**src/rtl/ioctl_upload_pkg.sv**
```systemverilog
// Shared types and helpers for the HPS upload read path.
package ioctl_upload_pkg;

  typedef enum logic {IDLE, WAIT} upl_state_t;

  localparam int unsigned LINE_BYTES     = 8;
  localparam int unsigned WORDS_PER_LINE = 4;

  // Picks 16-bit word k from a 64-bit line, optionally byte-swapped to mirror the download order.
  function automatic logic [15:0] word_sel(input logic [63:0] line, input logic [1:0] k, input logic swap);
    logic [15:0] w;
    w = line[{k, 4'b0000} +: 16];
    return swap ? {w[7:0], w[15:8]} : w;
  endfunction

endpackage

```
**src/rtl/upload_line_buf.sv**
```systemverilog
// One-line read buffer: 64-bit data, line tag and valid bit with hit compare and word select.
module upload_line_buf
  import ioctl_upload_pkg::*;
#(
  parameter int unsigned ADDR_W     = 25,
  parameter int unsigned SWAP_BYTES = 1
) (
  input  logic              clk,
  input  logic              rst_n,
  input  logic              load,
  input  logic              clear,
  input  logic [ADDR_W-1:3] tag_in,
  input  logic [63:0]       line_in,
  input  logic [ADDR_W-1:3] lookup_tag,
  input  logic [1:0]        k,
  output logic              hit,
  output logic [15:0]       word
);

  logic [63:0]       data;
  logic [ADDR_W-1:3] tag;
  logic              valid;

  always_ff @(posedge clk or negedge rst_n) begin
    if (!rst_n) begin
      data  <= '0;
      tag   <= '0;
      valid <= 1'b0;
    end else begin
      if (load) begin
        data <= line_in;
        tag  <= tag_in;
      end
      // A clear in the same cycle as a fill leaves the line invalid.
      if (clear)
        valid <= 1'b0;
      else if (load)
        valid <= 1'b1;
    end
  end

  assign hit  = valid && (tag == lookup_tag);
  assign word = word_sel(data, k, SWAP_BYTES != 0);

endmodule

```
**src/rtl/ioctl_upload_reader.sv**
```systemverilog
// Services HPS upload reads from a one-line buffer, fetching 64-bit lines over the toggle req/ack port.
module ioctl_upload_reader
  import ioctl_upload_pkg::*;
#(
  parameter int unsigned ADDR_W     = 25,
  parameter int unsigned SWAP_BYTES = 1
) (
  input  logic              clk_sys,
  input  logic              reset_n,
  input  logic              ioctl_upload,
  input  logic              ioctl_rd,
  input  logic [ADDR_W-1:0] ioctl_addr,
  output logic [15:0]       ioctl_din,
  output logic              ioctl_wait,
  input  logic              inval,
  output logic [ADDR_W-1:0] mem_rdaddr,
  output logic              mem_rd_req,
  input  logic              mem_rd_ack,
  input  logic [63:0]       mem_dout
);

  upl_state_t        state_q, state_d;
  logic              upload_q;
  logic [1:0]        k_q, k_d;
  logic [15:0]       din_d;
  logic              wait_d;
  logic [ADDR_W-1:0] rdaddr_d;
  logic              req_d;
  logic              upload_rise;
  logic              ack_seen;
  logic              buf_hit;
  logic [15:0]       buf_word;
  logic              unused_addr0;

  assign unused_addr0 = ioctl_addr[0];
  assign upload_rise  = ioctl_upload && !upload_q;
  assign ack_seen     = (state_q == WAIT) && (mem_rd_req == mem_rd_ack);

  upload_line_buf #(
    .ADDR_W     (ADDR_W),
    .SWAP_BYTES (SWAP_BYTES)
  ) u_line_buf (
    .clk        (clk_sys),
    .rst_n      (reset_n),
    .load       (ack_seen),
    .clear      (inval || upload_rise),
    .tag_in     (mem_rdaddr[ADDR_W-1:3]),
    .line_in    (mem_dout),
    .lookup_tag (ioctl_addr[ADDR_W-1:3]),
    .k          (ioctl_addr[2:1]),
    .hit        (buf_hit),
    .word       (buf_word)
  );

  always_comb begin
    state_d  = state_q;
    k_d      = k_q;
    din_d    = ioctl_din;
    wait_d   = ioctl_wait;
    rdaddr_d = mem_rdaddr;
    req_d    = mem_rd_req;
    case (state_q)
      IDLE: begin
        // Resync first so a miss in the same cycle toggles relative to the realigned level.
        if (upload_rise)
          req_d = mem_rd_ack;
        if (ioctl_rd) begin
          if (buf_hit && !inval && !upload_rise) begin
            din_d = buf_word;
          end else begin
            wait_d   = 1'b1;
            rdaddr_d = {ioctl_addr[ADDR_W-1:3], 3'b000};
            req_d    = ~req_d;
            k_d      = ioctl_addr[2:1];
            state_d  = WAIT;
          end
        end
      end
      WAIT: begin
        if (mem_rd_req == mem_rd_ack) begin
          din_d   = word_sel(mem_dout, k_q, SWAP_BYTES != 0);
          wait_d  = 1'b0;
          state_d = IDLE;
        end
      end
    endcase
  end

  always_ff @(posedge clk_sys or negedge reset_n) begin
    if (!reset_n) begin
      state_q    <= IDLE;
      upload_q   <= 1'b0;
      k_q        <= '0;
      ioctl_din  <= '0;
      ioctl_wait <= 1'b0;
      mem_rdaddr <= '0;
      mem_rd_req <= 1'b0;
    end else begin
      state_q    <= state_d;
      upload_q   <= ioctl_upload;
      k_q        <= k_d;
      ioctl_din  <= din_d;
      ioctl_wait <= wait_d;
      mem_rdaddr <= rdaddr_d;
      mem_rd_req <= req_d;
    end
  end

endmodule

```
**config.mk**
```make
export PLATFORM = sky130hd
export DESIGN_NAME = ioctl_upload_reader
export DESIGN_NICKNAME = d
export VERILOG_FILES = /design/src/rtl/ioctl_upload_pkg.sv /design/src/rtl/upload_line_buf.sv /design/src/rtl/ioctl_upload_reader.sv
export SDC_FILE = /design/constraint.sdc
export NUM_CORES = 1
export LEC_CHECK = 0
export CORE_UTILIZATION = 31
export DETAILED_ROUTE_END_ITERATION = 16
export DONT_BUFFER_PORTS = 1
export PLACE_DENSITY = 0.45
export SLEW_MARGIN = 40
export SYNTH_ARGS = -nofsm -noshare
export SYNTH_HDL_FRONTEND = slang
export SYNTH_SLANG_ARGS = --single-unit
```
**constraint.sdc**
```tcl
create_clock -name clk_sys -period 3.9 [get_ports clk_sys]
set_input_delay 0.78 -clock clk_sys [delete_from_list [all_inputs] [get_ports clk_sys]]
set_output_delay 0.78 -clock clk_sys [all_outputs]
set_load 0.05 [all_outputs]
```
==> qor.yml <==
tightest_slew_ns: 0.610
hold_ws_ns: 0.0666
layout-drive-gt1-share_pct: 55.3
type_of_the_tightest_min_delay_check: "in -> async"
finalSetupTns_ns: 0
max_stage_delay_ns: 0.73
timing.setup.critical_path_class: "reg -> reg"
core_area_sq_mm: 0.0195
syn_inst: 384
firstDrtPassIters: 4
wire_length_of_the_first_global_routing_pass_mm: 21.1
critical_path_arrival_ns: 2.80
num-nets-final: 480
leakagePower_nw: 2.88
gr-usage-all-layers_pct: 14.2
vdd.ir_drop.worst_mv: 0.390
synth_top_area_cell: "dfrtp_1"
critical_path_buf_inv_count: 1
antenna_violating_nets_post_route: 0
ranking_of_synthesized_cells_by_area: "dfrtp_1 53%, mux2_2 24%, mux4_2 12%, xor2_1 3.0%, mux2_4 2.4%"
wl_mm: 13.6
synthArstFlopShare_pct: 100
use_met1_pct: 16.1
groute.layer.met3.usage_pct: 7.23
antennaDiodeCount: 0
register_area_sq_mm: 0.00328
synth.most_common_cell: "mux2_2"
floorplan.die.height_microns: 143
grt_overflow: 0
yosys_warnings: 0
grt.met2_usage_pct: 23.0
tritoncts.num_buffers: 17
timing.final.crit_period_ns: 2.51
first_global_vias: 3602
postSynth.topFlopCell: "dfrtp_1"
crit_path_top_delay_cell: "dfrtp_1"
floorplan.die_area_sq_mm: 0.0206
area_growth_syn_to_layout_pct: 14.2
post-cts-setup-buffers: 0
path_clk_slew_ns: 0.06
clock_insertion_delay_worst_skew_ns: 0.41
fillCellCount: 1897
finClkSkew_ns: 0.00734
cts.path.max_buffers: 2
globalplace.congestion: 0.674
first_iter_violations: 89
p_per_area_mw_per_mm2: 1010
rows: 51
ys_types: 31
layout.core_utilization_pct: 36.2
holdBufCountCts: 0
cts_num_sinks: 131
multi_input_comb_area_sq_mm: 0.00279
timing.critical_path.fanout_max: 37
min_period_over_period_pct: 64.3
tritoncts_clock_tree: "done"
max_freq_mhz: 399
synth_largest_type_area_fraction_pct: 52.9
grt_antenna_before_repair: 1
synth.cell_area_sq_mm: 0.00620
syn_area_per_cell_sq_um: 16.1
synth-seq-cells: 131
routed_wire_length_per_instance_microns: 20.5
dpl.cell_count: 631
grt_max_degree: 132
cp-start-kind: "register"
htree_num_levels: 4
ys_seq_area_share_pct: 52.9
final_cells: 663
max_transition_margin_pct: 59.3
cts.root.buffer_cell: "clkbuf_16"
port_buffers: 0
timing.max_cap.violations: 0
cp.required_ns: 4.19
final-max-slew-violation-count: 0
initial_cell_density_of_the_core_pct: 31.7
end_kind: "register"
grt_setup_unrepaired: "false"
drc: 0
drt_via_density: 4.87
synth-edff-count: 0
boundaryPins: 138
dp_hpwl_mm: 8.75
cts.repair.resized: 0
hold_violations: 0
synth.cells.most_frequent: "132 x mux2_2, 131 x dfrtp_1, 32 x mux4_2"
status: "completed"
via_count: 3227
globalRoute.busiestLayer: "met2"
critical_path.top_delay_family: "flip-flops"
crit_path_cell_trace: "xnor2_1 -> nand2_4 -> o31a_1 -> buf_4 -> mux2_2"
die_width_microns: 143
report.final.setup_viol: 0
[worst register-to-register path, delay by kind of cell (launching register included)]
family | cells | cell delay (ns)
xor gates and xnor gates | 1 | 0.24
and+or+nand+nor | 1 | 0.46
AOI/OAI and AO/OA | 1 | 0.23
DFF | 1 | 0.73
buffers and inverters | 1 | 0.34
muxes | 1 | 0.39
[final cells by class]
cell class	count	share of cell area (%)
flip-flops and latches	131	46.3
multi-input cells	228	39.4
clock buffers	20	6.59
well taps	265	4.69
clock inverters	12	2.16
repair buffers	6	0.813
inverters	1	0.0530
[cell families (layout without fill, tap and decap cells)]
family,after synthesis,in the layout,share of synthesized area [%]
mux,176,176,38.4
flops,131,131,52.9
buf+inv,27,39,2.42
xor+xnor,23,23,3.25
simple gates,19,19,2.04
compound gates,7,7,0.989
other cells,1,3,0.0605
[metrics by stage]
step,cell area [sq um],power (mW),setup WS (ns)
final,7080,7.15,1.39
after global routing,7080,7.58,1.27
after CTS,7080,7.28,1.36
after detailed placement,6460,5.57,1.23
after global placement,6460,5.50,1.21
after floorplan,6210,5.10,1.44
[cell usage in the layout, fill, tap and decap left out, types with 3 or more instances in the layout]
master,count
buf_4,5
bufinv_16,3
clkbuf_16,17
clkbuf_8,3
clkinv_2,4
conb_1,3
dfrtp_1,130
mux2_2,132
mux2_4,10
mux4_2,32
nand2_1,4
nor2_1,3
nor4_2,4
xor2_1,21
[flip-flops by register name (all words and copies together) (netlist names)]
name / count
u_line_buf.data: 64
mem_rdaddr: 22
u_line_buf.tag: 22
ioctl_din: 16
k_q: 2
ioctl_wait: 1
mem_rd_req: 1
state_q: 1
u_line_buf.valid: 1
upload_q: 1
[per-layer routing]
metal | vias to the layer above | wire length, microns
met1 | 1682 | 5340
met2 | 103 | 6660
met3 | 14 | 1410
met4 | 2 | 190
met5 | - | 13
li1 | 1426 | -
[path summary, 6_finish.rpt]
check                               startpoint                   to  slack, ns  cells after the start
setup / recovery                    mem_rd_req         ioctl_din[0]       1.39                      5
hold / removal                         reset_n         ioctl_din[1]       0.07                      0
setup reg to reg                    mem_rd_req         ioctl_din[0]       1.39                      5
hold reg to reg            u_line_buf.data[34]  u_line_buf.data[34]       0.50                      1
max in group asynchronous              reset_n   u_line_buf.tag[14]       3.59                      0
min in group clk_sys              ioctl_upload             upload_q       0.40                      0
[power by group]
group	internal [mW]	switching, mW	leakage, nW	total, mW
logic	1.41	0.756	1.04	2.17
clock network	1.06	0.601	0.307	1.66
registers	2.06	1.27	1.54	3.32
total	4.53	2.62	2.88	7.15
Note: power is estimated with default switching activity, not from simulation.
